[src/rtl/arc4_enc.sv]
// arc4_enc: ARC4 (RC4) encryptor.
//
// Reads a length-prefixed plaintext from pt_mem and runs KSA and PRGA against
// an external 256x8 S memory. The length-prefixed ciphertext is written to
// ct_mem. Byte 0 of ct_mem is the length, copied through unencrypted.
//
// Ports:
//   clk        clock, rising edge
//   rst        synchronous active-high reset
//   en         start request, sampled only while rdy=1
//   rdy        1 = idle and able to accept en
//   key        8*KEY_BYTES key, byte 0 is the most-significant byte
//   pt_addr    plaintext address; pt_rddata valid one cycle later
//   ct_addr    ciphertext address, with ct_wrdata / ct_wren
//   s_addr     S memory address; s_rddata valid one cycle later
//   s_wrdata   S write data, s_wren write strobe
//
// Build option:
//   ARC4_ENC_DROP_EN  when defined, 256 keystream bytes are discarded after
//                     KSA (RC4-drop[256]); PRGA continues from that i/j.
//
// state            | meaning
// -----------------+--------------------------------------------------
// S_IDLE           | rdy=1, waiting for en
// S_INIT           | S[i]=i, one write per cycle
// S_KSA_RD_I       | address S[i]
// S_KSA_WAIT_I     | S[i] read latency
// S_KSA_RD_J       | capture S[i], update j, address S[j]
// S_KSA_WAIT_J     | S[j] read latency
// S_KSA_WR_I       | write S[i]=old S[j]
// S_KSA_WR_J       | write S[j]=old S[i], advance i
// S_LEN_RD         | address pt[0]
// S_LEN_WAIT       | pt read latency
// S_LEN_WR         | ct[0]=L
// S_PRGA_RD_I      | i=i+1, address S[i]
// S_PRGA_WAIT_I    | S[i] read latency
// S_PRGA_RD_J      | capture S[i], update j, address S[j]
// S_PRGA_WAIT_J    | S[j] read latency
// S_PRGA_WR_I      | write S[i]=old S[j]
// S_PRGA_WR_J      | write S[j]=old S[i]
// S_PRGA_RD_PAD    | address S[S[i]+S[j]] and pt[k]
// S_PRGA_WAIT_PAD  | pad / pt read latency
// S_PRGA_WR_CT     | ct[k]=pt[k]^pad
// S_DONE           | raise rdy

module arc4_enc #(
  parameter int KEY_BYTES = 3
) (
  input  logic                   clk,
  input  logic                   rst,
  input  logic                   en,
  output logic                   rdy,
  input  logic [8*KEY_BYTES-1:0] key,
  output logic [7:0]             pt_addr,
  input  logic [7:0]             pt_rddata,
  output logic [7:0]             ct_addr,
  output logic [7:0]             ct_wrdata,
  output logic                   ct_wren,
  output logic [7:0]             s_addr,
  input  logic [7:0]             s_rddata,
  output logic [7:0]             s_wrdata,
  output logic                   s_wren
);

  typedef enum logic [4:0] {
    S_IDLE,
    S_INIT,
    S_KSA_RD_I,
    S_KSA_WAIT_I,
    S_KSA_RD_J,
    S_KSA_WAIT_J,
    S_KSA_WR_I,
    S_KSA_WR_J,
    S_LEN_RD,
    S_LEN_WAIT,
    S_LEN_WR,
    S_PRGA_RD_I,
    S_PRGA_WAIT_I,
    S_PRGA_RD_J,
    S_PRGA_WAIT_J,
    S_PRGA_WR_I,
    S_PRGA_WR_J,
    S_PRGA_RD_PAD,
    S_PRGA_WAIT_PAD,
    S_PRGA_WR_CT,
    S_DONE
  } state_t;

  state_t                 state;
  logic [7:0]             i;
  logic [7:0]             j;
  logic [8:0]             k;
  logic [7:0]             si;
  logic [7:0]             sj;
  logic [7:0]             len;
  logic [8*KEY_BYTES-1:0] key_r;
`ifdef ARC4_ENC_DROP_EN
  logic                   dropping;
`endif

  logic [7:0] key_byte;
  logic [7:0] i_next;
  logic [7:0] j_ksa;
  logic [7:0] j_prga;

  // The key register is rotated left one byte per KSA step, so the byte in
  // the top position is always key[i mod KEY_BYTES] without a modulo.
  assign key_byte = key_r[8*KEY_BYTES-1 -: 8];
  assign i_next   = i + 8'd1;
  assign j_ksa    = j + s_rddata + key_byte;
  assign j_prga   = j + s_rddata;

  always_ff @(posedge clk) begin
    if (rst) begin
      state     <= S_IDLE;
      rdy       <= 1'b1;
      pt_addr   <= 8'd0;
      ct_addr   <= 8'd0;
      ct_wrdata <= 8'd0;
      ct_wren   <= 1'b0;
      s_addr    <= 8'd0;
      s_wrdata  <= 8'd0;
      s_wren    <= 1'b0;
      i         <= 8'd0;
      j         <= 8'd0;
      k         <= 9'd0;
      si        <= 8'd0;
      sj        <= 8'd0;
      len       <= 8'd0;
      key_r     <= '0;
`ifdef ARC4_ENC_DROP_EN
      dropping  <= 1'b0;
`endif
    end else begin
      // Strobes are single-cycle pulses unless a state re-asserts them.
      s_wren  <= 1'b0;
      ct_wren <= 1'b0;

      case (state)
        S_IDLE: begin
          if (en) begin
            key_r <= key;
            rdy   <= 1'b0;
            i     <= 8'd0;
            j     <= 8'd0;
            k     <= 9'd0;
            state <= S_INIT;
          end
        end

        S_INIT: begin
          s_addr   <= i;
          s_wrdata <= i;
          s_wren   <= 1'b1;
          i        <= i_next;
          if (i == 8'hFF) state <= S_KSA_RD_I;
        end

        S_KSA_RD_I: begin
          s_addr <= i;
          state  <= S_KSA_WAIT_I;
        end

        S_KSA_WAIT_I: state <= S_KSA_RD_J;

        S_KSA_RD_J: begin
          si     <= s_rddata;
          j      <= j_ksa;
          s_addr <= j_ksa;
          key_r  <= (key_r << 8) | (key_r >> (8*(KEY_BYTES-1)));
          state  <= S_KSA_WAIT_J;
        end

        S_KSA_WAIT_J: state <= S_KSA_WR_I;

        // When i==j both reads returned the same value, so the second write
        // stores the original byte again.
        S_KSA_WR_I: begin
          s_addr   <= i;
          s_wrdata <= s_rddata;
          s_wren   <= 1'b1;
          state    <= S_KSA_WR_J;
        end

        S_KSA_WR_J: begin
          s_addr   <= j;
          s_wrdata <= si;
          s_wren   <= 1'b1;
          i        <= i_next;
          if (i == 8'hFF) begin
`ifdef ARC4_ENC_DROP_EN
            j        <= 8'd0;
            k        <= 9'd0;
            dropping <= 1'b1;
            state    <= S_PRGA_RD_I;
`else
            state    <= S_LEN_RD;
`endif
          end else begin
            state <= S_KSA_RD_I;
          end
        end

        S_LEN_RD: begin
          pt_addr <= 8'd0;
          state   <= S_LEN_WAIT;
        end

        S_LEN_WAIT: state <= S_LEN_WR;

        S_LEN_WR: begin
          len       <= pt_rddata;
          ct_addr   <= 8'd0;
          ct_wrdata <= pt_rddata;
          ct_wren   <= 1'b1;
          k         <= 9'd1;
`ifndef ARC4_ENC_DROP_EN
          i         <= 8'd0;
          j         <= 8'd0;
`endif
          if (pt_rddata == 8'd0) state <= S_DONE;
          else                   state <= S_PRGA_RD_I;
        end

        S_PRGA_RD_I: begin
          i      <= i_next;
          s_addr <= i_next;
          state  <= S_PRGA_WAIT_I;
        end

        S_PRGA_WAIT_I: state <= S_PRGA_RD_J;

        S_PRGA_RD_J: begin
          si     <= s_rddata;
          j      <= j_prga;
          s_addr <= j_prga;
          state  <= S_PRGA_WAIT_J;
        end

        S_PRGA_WAIT_J: state <= S_PRGA_WR_I;

        S_PRGA_WR_I: begin
          sj       <= s_rddata;
          s_addr   <= i;
          s_wrdata <= s_rddata;
          s_wren   <= 1'b1;
          state    <= S_PRGA_WR_J;
        end

        S_PRGA_WR_J: begin
          s_addr   <= j;
          s_wrdata <= si;
          s_wren   <= 1'b1;
`ifdef ARC4_ENC_DROP_EN
          if (dropping) begin
            if (k[7:0] == 8'hFF) begin
              dropping <= 1'b0;
              state    <= S_LEN_RD;
            end else begin
              k     <= k + 9'd1;
              state <= S_PRGA_RD_I;
            end
          end else begin
            state <= S_PRGA_RD_PAD;
          end
`else
          state <= S_PRGA_RD_PAD;
`endif
        end

        // After the swap S[i]+S[j] equals old S[j]+old S[i].
        S_PRGA_RD_PAD: begin
          s_addr  <= si + sj;
          pt_addr <= k[7:0];
          state   <= S_PRGA_WAIT_PAD;
        end

        S_PRGA_WAIT_PAD: state <= S_PRGA_WR_CT;

        S_PRGA_WR_CT: begin
          ct_addr   <= k[7:0];
          ct_wrdata <= pt_rddata ^ s_rddata;
          ct_wren   <= 1'b1;
          if (k == {1'b0, len}) begin
            state <= S_DONE;
          end else begin
            k     <= k + 9'd1;
            state <= S_PRGA_RD_I;
          end
        end

        S_DONE: begin
          rdy   <= 1'b1;
          state <= S_IDLE;
        end

        default: state <= S_IDLE;
      endcase
    end
  end

endmodule

[config.mk]
export PLATFORM = sky130hd
export DESIGN_NAME = arc4_enc
export DESIGN_NICKNAME = d
export VERILOG_FILES = /design/src/rtl/arc4_enc.sv
export SDC_FILE = /design/constraint.sdc
export NUM_CORES = 1
export LEC_CHECK = 0
export BUFFER_PORTS_ARGS = -buffer_cell sky130_fd_sc_hd__buf_2
export CORE_ASPECT_RATIO = 1.75
export CORE_MARGIN = 2
export CORE_UTILIZATION = 45
export CTS_BUF_LIST = sky130_fd_sc_hd__clkbuf_8
export CTS_CLUSTER_DIAMETER = 200
export DETAILED_ROUTE_END_ITERATION = 10
export GPL_ROUTABILITY_DRIVEN = 0
export PLACE_DENSITY_LB_ADDON = 0.2
export SLEW_MARGIN = 20
export SYNTH_ARGS = -nofsm -noshare
export SYNTH_HDL_FRONTEND = slang
export SYNTH_SLANG_ARGS = --single-unit
[constraint.sdc]
create_clock -name clk -period 4.1 [get_ports clk]
set_clock_uncertainty 0.15 [all_clocks]
set_input_delay 0.205 -clock clk [delete_from_list [all_inputs] [get_ports clk]]
set_output_delay 0.205 -clock clk [all_outputs]
set_load 0.005 [all_outputs]
==> results.sh, run 1 <==
export IMPL_outcome="finished clean"
export IMPL_rsz0062_at_grt="no"
export IMPL_drt_iter0_markers=347
export IMPL_track_usage=0.261
export IMPL_yosysSeqAreaShare=0.356
export IMPL_syn_num_nets=861
export IMPL_cellPowerDensity_nw_per_um2=388
export IMPL_ant_nets=0
export IMPL_avgRoutedWirePerCell_um=19.4
export IMPL_grt_overflow=0
export IMPL_ios=86
export IMPL_final_nets=960
export IMPL_netlist_area_um2=6800
export IMPL_cts_tree="done"
export IMPL_grt_pass1_vias=6522
export IMPL_arrival_ps=3440
export IMPL_grt_max_degree=62
export IMPL_antenna_found_initial=0
export IMPL_yosys_register_bits=121
export IMPL_drive_above_1_share=0.177
export IMPL_vias_per_cell=5.98
export IMPL_fin_crit_ps=3230
export IMPL_yosys_area_top_type="dfxtp_1"
export IMPL_diodes=0
export IMPL_synth_mux_area_fraction=0.0618
export IMPL_required_ps=4310
export IMPL_finalSetupViolations=0
export IMPL_netlist_instances=792
export IMPL_synth_common_cells="dfxtp_1 (121), nor2_1 (100), nand2_1 (65)"
export IMPL_cts_setup_buffers=0
export IMPL_max_slew_margin=0.269
export IMPL_hold_viol_final=0
export IMPL_p_leak_uw=0.00328
export IMPL_max_cap_viol_count=0
export IMPL_crit_type="in2reg"
export IMPL_cp_start_kind="input port"
export IMPL_yosysMostFrequentCell="dfxtp_1"
export IMPL_hold_path_class="in2reg"
export IMPL_ys_warn_count=0
export IMPL_top_register="key_r"
export IMPL_drc=0
export IMPL_synth_compound_area_frac=0.241
export IMPL_finalSetupTns_ps=0
export IMPL_initial_core_util=0.458
export IMPL_area_growth_pct=18.2
export IMPL_cts_buffers=17
export IMPL_cp_max_fo=6
export IMPL_coreArea_um2=14800
export IMPL_synth_top_cell_area_share=0.356
export IMPL_total_power_uw=3120
export IMPL_worstMarginPinSlew_ps=1100
export IMPL_end_kind="register"
export IMPL_synth_edf_count=0
export IMPL_synthArstFlopShare=0
export IMPL_synth_main_ff_cell="dfxtp_1"
export IMPL_clock_root_buffer="clkbuf_8"
export IMPL_ir_drop_uv=245
export IMPL_synth_area_leaders="dfxtp_1 (36%), mux2i_1 (6.2%), nor2_1 (5.5%)"
export IMPL_die_y_um=167
export IMPL_hold_worst_slack_ps=78.1
export IMPL_htree_levels=4
export IMPL_die_w_um=96.9
export IMPL_dp_hpwl_um=15200
export IMPL_cts_resized_gates=0
export IMPL_num_rows=59
export IMPL_synth_top_family_by_area="compound AO/OA/AOI/OAI gates"
export IMPL_port_buffers=85
export IMPL_synth_avg_cell_area_um2=8.58
export IMPL_dr_pass1_iters=5
export IMPL_synth_simple_gate_area_frac=0.201
export IMPL_synth_cell_types=77
export IMPL_synth_adder_area_share=0.0526
export IMPL_cts_sinks=121
export IMPL_min_period_over_period=0.787
export IMPL_cts_hold_buf=40
export IMPL_clk_pin_slew_worst_paths_ps=80
export IMPL_largestRegisters="key_r: 24 flops, k: 9 flops"
export IMPL_grt_first_pass_wirelength_um=33700
export IMPL_via_count=6501
export IMPL_post_route_util=0.542
export IMPL_cts_path_max_buffers=2
export IMPL_largest_reg_flops=24
export IMPL_drv_slew=0
export IMPL_die_area_um2=16100
export IMPL_finalWirelength_um=21000
export IMPL_clock_latency_ps=460
export IMPL_synth_xor_area_frac=0.0355
export IMPL_fmax_mhz=310
## power breakdown
part	switching (uW)	internal [uW]	leakage, uW
Sequential	90.5	1260	0.000982
Clock	559	490	0.000186
Combinational	411	307	0.00212
## logic make-up after synthesis
| family | after synthesis |
|---|---|
| xor gates and xnor gates | 26 |
| DFF | 121 |
| buffers and inverters | 73 |
| and+or+nand+nor | 276 |
| muxes | 42 |
| adders and majority gates | 27 |
| AOI/OAI and AO/OA | 227 |
## critical path, stage by stage
cell,delay (ps)
dlygate4sd3_1,530
buf_2,160
ha_1,230
inv_1,70
fa_1,200
nor2b_1,70
o31a_1,250
o21ai_0,260
nand2_1,110
xor2_1,150
ha_1,290
o21ai_0,80
a32oi_1,230
xnor3_1,240
nand2_1,90
a221oi_2,270
## final cells by class
type / count / area, um2
fill: 1363 / 6800
multi-input combinational: 598 / 4040
inverter: 17 / 63.8
clock inverter: 15 / 140
sequential: 121 / 2420
clock buffer: 17 / 234
timing repair buffer: 136 / 911
tap: 183 / 229
## routing by layer
metal  track usage  share of wire  vias up
li1              -              -     3095
met1         0.270           0.36     3117
met2         0.462           0.52      209
met3        0.0407          0.040       80
met4         0.208          0.079        0
met5             0              0        -
## final timing paths
path                            depth (start not counted)    endpoint  slack, ps        start
worst min-delay path                                    2  ct_addr[4]         80          rst
worst min register to register                          2      len[7]        330       len[7]
worst max register to register                          5        i[6]        890     state[3]
worst max-delay path                                   16   s_addr[7]        870  s_rddata[0]
## per-stage QoR
step	area (um2)	instances	setup slack, ps
final	8040	1087	872
after global routing	8040	1087	595
after CTS	8040	1087	889
after detailed placement	7260	1015	982
after global placement	7260	1015	1030
after floorplan	6800	792	1320
## layout by cell type (no fill, tap or decap), drive strengths merged, types with 7 or more instances in the layout
cell         netlist  layout
dfxtp            121     121
nor4               7       7
a21o               7       7
xor2               9       9
o21a              10      10
nor3b              8       8
buf               29      96
clkbuf            27      17
nand3             16      16
nor2b              8       8
a21oi             50      50
ha                23      23
and3               7       7
nand2             68      68
a221oi            21      21
or3               11      11
a22oi             20      20
inv               17      24
nor2             104     104
nor3              15      15
o21ai             40      40
dlygate4sd3        0      40
nand2b             8       8
mux2i             42      42
xnor2             16      16
a211oi            31      31
a31oi              8       8
(Power assumes the default switching activity.)
==> run 2, diff against run 1 <==
==> constraint.sdc (replaced) <==
create_clock -name clk -period 3.1 [get_ports clk]
set_clock_uncertainty 0.15 [all_clocks]
set_input_delay 0.155 -clock clk [delete_from_list [all_inputs] [get_ports clk]]
set_output_delay 0.155 -clock clk [all_outputs]
set_load 0.005 [all_outputs]
==> run 2 against run 1 <==
Compared with the run above: sequential power up 32%; largest cell class unchanged; register-to-register slack worse by 710 ps; critical endpoint is now j[7]; final cell count up 2.0%; first-iteration DRC count down 6.6%; highest routed layer unchanged; critical path type unchanged.
==> results.sh, run 2 (synthesis results as in run 1) <==
export IMPL_place_ws_ps=-15.0
export IMPL_via_count=6552
export IMPL_reg2reg_from="j[0]"
export IMPL_clk_pin_slew_worst_paths_ps=70
export IMPL_cp_max_fo=3
export IMPL_drive_above_1_share=0.200
export IMPL_post_route_util=0.557
export IMPL_hold_viol_final=0
export IMPL_gr_usage_met1=0.263
export IMPL_r2r_worst_path_cells=14
export IMPL_largestRegisters="key_r: 24 flops, k: 9 flops"
export IMPL_max_stage_delay_ps=530
export IMPL_cpMaxStageDelayCell="dlygate4sd3_1"
export IMPL_final_nets=983
export IMPL_initial_core_util=0.458
export IMPL_drt_iter0_markers=324
export IMPL_outcome="finished clean"
export IMPL_mostFrequentLayoutCells="dfxtp_1 (120), nor2_1 (100), buf_2 (84)"
export IMPL_dr_pass1_iters=5
export IMPL_grt_first_pass_wirelength_um=34100
export IMPL_final_area_um2=8260
export IMPL_grt_overflow=0
export IMPL_arrival_ps=3070
export IMPL_end_kind="register"
export IMPL_coreArea_um2=14800
export IMPL_p_leak_uw=0.00342
export IMPL_diodes=0
export IMPL_hold_worst_slack_ps=88.7
export IMPL_grt_max_degree=70
export IMPL_fmax_mhz=343
export IMPL_drv_slew=0
export IMPL_ant_nets=0
export IMPL_antenna_found_initial=0
export IMPL_cp_common_cell="nand2_1"
export IMPL_min_period_over_period=0.940
export IMPL_max_slew_margin=0.418
export IMPL_port_buffers=85
export IMPL_cts_path_max_buffers=2
export IMPL_hold_path_class="in2reg"
export IMPL_clock_root_buffer="clkbuf_8"
export IMPL_grt_pass1_vias=6703
export IMPL_dp_hpwl_um=15600
export IMPL_track_usage=0.262
export IMPL_use_met3=0.0457
export IMPL_cp_start_kind="input port"
export IMPL_regArea_um2=2420
export IMPL_area_growth_pct=21.5
export IMPL_avgRoutedWirePerCell_um=18.9
export IMPL_cts_buffers=17
export IMPL_fill_cells=1368
export IMPL_die_w_um=96.9
export IMPL_final_common_cell="dfxtp_1"
export IMPL_r2r_setup_slack_ps=180
export IMPL_post_dp_cell_area_um2=7430
export IMPL_cts_sinks=121
export IMPL_cts_tree="done"
export IMPL_crit_type="in2reg"
export IMPL_finalSetupViolations=0
export IMPL_clock_latency_ps=440
export IMPL_cellPowerDensity_nw_per_um2=515
export IMPL_htree_levels=4
export IMPL_total_power_uw=4250
export IMPL_top_register="key_r"
export IMPL_rr_endpoint="j[7]"
export IMPL_ios=86
export IMPL_die_y_um=167
export IMPL_cp_endpoint="j[7]"
export IMPL_startpoint="s_rddata[0]"
export IMPL_crit_chain="dlygate4sd3_1 -> buf_2 -> ha_2 -> inv_1 -> fa_1 -> nor2b_1 -> o31a_1 -> o21ai_1 -> nand2_1 -> xor2_1 -> ha_1 -> o21ai_0 -> a32oi_1 -> xnor3_1 -> nand2_1 -> a21oi_1"
export IMPL_die_area_um2=16100
export IMPL_finalWirelength_um=20900
export IMPL_max_cap_viol_count=0
export IMPL_met2_usage=0.483
export IMPL_setup_ws_ps=185
export IMPL_worstMarginPinSlew_ps=866
export IMPL_largest_reg_flops=24
export IMPL_grt_busiest_layer="met2"
export IMPL_required_ps=3250
export IMPL_vias_per_cell=5.91
export IMPL_multi_input_area_um2=4050
export IMPL_hold_path_depth=3
export IMPL_fin_crit_ps=2920
export IMPL_num_rows=59
export IMPL_rsz0062_at_grt="no"
export IMPL_drc=0
export IMPL_ir_drop_uv=280
[run 2: changes by cell type in the layout (fill, tap and decap cells not counted), moves of 2 or more]
| cell | previous run | this run |
|---|---|---|
| o21ai_1 | 4 | 6 |
| bufinv_16 | 1 | 3 |
| clkinv_4 | 1 | 4 |
| buf_4 | 12 | 35 |
| clkinv_2 | 3 | 1 |
| o21ai_0 | 35 | 33 |
| inv_6 | 6 | 3 |
| ha_1 | 23 | 21 |
[run 2: power by group]
group | internal [uW] | total (uW) | switching [uW]
clock network | 797 | 1480 | 686
logic | 434 | 993 | 559
registers | 1660 | 1780 | 111
[run 2: final cells by class]
| class | count | area share |
|---|---|---|
| Clock buffer | 17 | 0.0283 |
| Clock inverter | 14 | 0.0212 |
| Inverter | 17 | 0.00772 |
| Multi-Input combinational cell | 598 | 0.491 |
| Sequential cell | 121 | 0.293 |
| Tap cell | 183 | 0.0277 |
| Timing Repair Buffer | 159 | 0.131 |
[run 2: routing by layer]
| layer | up-vias | wire, um |
|---|---|---|
| met5 | - | 0 |
| met4 | 0 | 1440 |
| met3 | 71 | 750 |
| met2 | 229 | 11100 |
| met1 | 3098 | 7640 |
| li1 | 3154 | - |
[run 2: how the worst min path moves through the flow]
stage,startpoint,to
2_1_floorplan,pt_rddata[0],len[0]
3_3_place_gp,pt_rddata[3],len[3]
3_5_place_dp,pt_rddata[7],len[7]
4_1_cts,en,state[0]
5_1_grt,rst,ct_addr[1]
6_report,en,state[0]
[run 2: metrics by stage]
stage	TNS [ps]	std cells
floorplan	0	792
global placement	0	1037
detailed placement	-26.6	1037
CTS	0	1109
global route	0	1109
finish	0	1109
[run 2: timing repair]
action	4_1_cts	5_1_grt
buffers inserted	1	0
hold buffers	40	0
resized for setup	1	5
setup endpoints to repair	2	6
pin swaps	3	2
endpoints found under the hold margin	54	0
[run 2: critical path, delay by kind of cell]
family | cells | cell delay (ps)
adders and majority gates | 3 | 680
buffers and inverters | 3 | 730
and+or+nand+nor | 3 | 280
AOI/OAI and AO/OA | 5 | 800
xor gates and xnor gates | 2 | 400
==> run 3, diff against run 2 <==
--- a/config.mk
+++ b/config.mk
@@ -6,7 +6,6 @@
 export NUM_CORES = 1
 export LEC_CHECK = 0
 export BUFFER_PORTS_ARGS = -buffer_cell sky130_fd_sc_hd__buf_2
-export CORE_ASPECT_RATIO = 1.75
 export CORE_MARGIN = 2
 export CORE_UTILIZATION = 45
 export CTS_BUF_LIST = sky130_fd_sc_hd__clkbuf_8
@@ -14,7 +13,6 @@
 export DETAILED_ROUTE_END_ITERATION = 10
 export GPL_ROUTABILITY_DRIVEN = 0
 export PLACE_DENSITY_LB_ADDON = 0.2
-export SLEW_MARGIN = 20
 export SYNTH_ARGS = -nofsm -noshare
 export SYNTH_HDL_FRONTEND = slang
 export SYNTH_SLANG_ARGS = --single-unit
==> run 3 against run 2 <==
Compared with the run above: worst setup slack worse by 35 ps; utilization grew 0.36 points; sequential share of layout area is 0.20 points higher; hold slack got worse by 45 ps; die area shrank 0.23%.
==> results.sh, run 3 (synthesis results as in run 1) <==
export IMPL_via_count=6499
export IMPL_avgRoutedWirePerCell_um=17.5
export IMPL_r2r_setup_slack_ps=190
export IMPL_grt_pass1_vias=6282
export IMPL_grt_first_pass_wirelength_um=31500
export IMPL_area_growth_pct=20.7
export IMPL_max_slew_margin=0.482
export IMPL_htree_levels=4
export IMPL_ant_nets=0
export IMPL_clock_latency_ps=460
export IMPL_outcome="finished clean"
export IMPL_placedCellCount=1033
export IMPL_crit_chain="dlygate4sd3_1 -> buf_2 -> ha_4 -> inv_1 -> fa_2 -> nor2b_1 -> o31a_1 -> o21ai_1 -> nand2_1 -> xor2_1 -> ha_1 -> o21ai_0 -> a32oi_1 -> xnor3_1 -> nand2_1 -> a21oi_1"
export IMPL_clock_root_buffer="clkbuf_8"
export IMPL_grt_overflow=0
export IMPL_diodes=0
export IMPL_max_cap_viol_count=0
export IMPL_track_usage=0.245
export IMPL_final_common_cell="dfxtp_1"
export IMPL_final_nets=978
export IMPL_num_rows=44
export IMPL_min_period_over_period=0.952
export IMPL_ir_drop_uv=274
export IMPL_cpMaxStageDelayCell="dlygate4sd3_1"
export IMPL_dr_pass1_iters=5
export IMPL_coreArea_um2=14600
export IMPL_crit_type="in2reg"
export IMPL_post_dp_cell_area_um2=7390
export IMPL_required_ps=3250
export IMPL_top_register="key_r"
export IMPL_worstHoldStart="en"
export IMPL_cp_common_cell="nand2_1"
export IMPL_reg2reg_from="j[0]"
export IMPL_hold_path_class="in2reg"
export IMPL_r2r_worst_path_cells=14
export IMPL_antenna_found_initial=0
export IMPL_cts_buffers=17
export IMPL_rr_endpoint="j[7]"
export IMPL_place_ws_ps=-66.4
export IMPL_die_area_um2=16100
export IMPL_mostFrequentLayoutCells="dfxtp_1 (120), nor2_1 (100), buf_2 (84)"
export IMPL_fmax_mhz=339
export IMPL_port_buffers=85
export IMPL_vias_per_cell=5.88
export IMPL_whs_endpoint="state[0]"
export IMPL_die_w_um=127
export IMPL_fin_crit_ps=2950
export IMPL_cp_max_fo=3
export IMPL_cts_sinks=121
export IMPL_hold_worst_slack_ps=43.5
export IMPL_initial_core_util=0.464
export IMPL_finalWirelength_um=19300
export IMPL_clk_pin_slew_worst_paths_ps=70
export IMPL_p_leak_uw=0.00340
export IMPL_arrival_ps=3100
export IMPL_total_power_uw=4170
export IMPL_hold_viol_final=0
export IMPL_worstMarginPinSlew_ps=776
export IMPL_dp_hpwl_um=13600
export IMPL_largest_reg_flops=24
export IMPL_rsz0062_at_grt="no"
export IMPL_cp_start_kind="input port"
export IMPL_ios=86
export IMPL_end_kind="register"
export IMPL_cts_tree="done"
export IMPL_drc=0
export IMPL_finalSetupViolations=0
export IMPL_final_area_um2=8210
export IMPL_drive_above_1_share=0.193
export IMPL_crit_buf_inv=3
export IMPL_grt_max_degree=68
export IMPL_largestRegisters="key_r: 24 flops, k: 9 flops"
export IMPL_die_y_um=127
export IMPL_setup_ws_ps=150
export IMPL_drt_iter0_markers=443
export IMPL_hold_path_depth=3
export IMPL_cts_path_max_buffers=2
export IMPL_drv_slew=0
export IMPL_final_cells=1105
export IMPL_crit_family="compound AO/OA/AOI/OAI gates"
export IMPL_cellPowerDensity_nw_per_um2=508
export IMPL_max_stage_delay_ps=530
[run 3: worst max-delay path by stage]
stage / end / depth (start not counted) / startpoint
after floorplan: s_addr[7] / 14 / j[0]
after global placement: s_addr[7] / 13 / j[0]
after detailed placement: j[7] / 14 / j[0]
after CTS: j[7] / 13 / j[0]
after global routing: j[7] / 16 / s_rddata[0]
final: j[7] / 16 / s_rddata[0]
[run 3: metrics by stage]
step | setup TNS (ps) | util
2_1_floorplan | 0 | -
3_3_place_gp | 0 | 0.505
3_5_place_dp | -115 | 0.505
4_1_cts | 0 | 0.559
5_1_grt | 0 | 0.560
6_report | 0 | 0.560
[run 3: per-layer routing]
metal | global-route usage | vias up | routed length [um]
met1 | 0.299 | 3094 | 8400
met4 | 0.109 | 0 | 627
met2 | 0.413 | 206 | 9400
met5 | 0 | - | 0
met3 | 0.0557 | 52 | 871
li1 | - | 3147 | -
[run 3: tightest hold or removal path, delay by kind of cell]
family	cells	cell delay (ps)
buf+inv	1	100
compound gates	2	340
[run 3: layout make-up]
class / instances / area [um2]
tap: 184 / 230
sequential: 121 / 2420
fill: 1350 / 6440
inverter: 17 / 63.8
clock buffer: 17 / 234
clock inverter: 14 / 160
timing repair buffer: 154 / 1050
multi-input combinational: 598 / 4050
[run 3: what timing repair did]
action	in CTS	in global routing
endpoints found under the setup margin	2	4
gates resized for setup	2	3
hold buffers	40	0
buffers inserted	0	1
hold endpoints to repair	59	0
pin swaps	2	2
[run 3: power by group]
| part | internal (uW) | leakage [uW] | switching, uW |
|---|---|---|---|
| Clock | 781 | 0.000208 | 659 |
| Sequential | 1670 | 0.000983 | 101 |
| Combinational | 435 | 0.00221 | 530 |
| Total | 2880 | 0.00340 | 1290 |
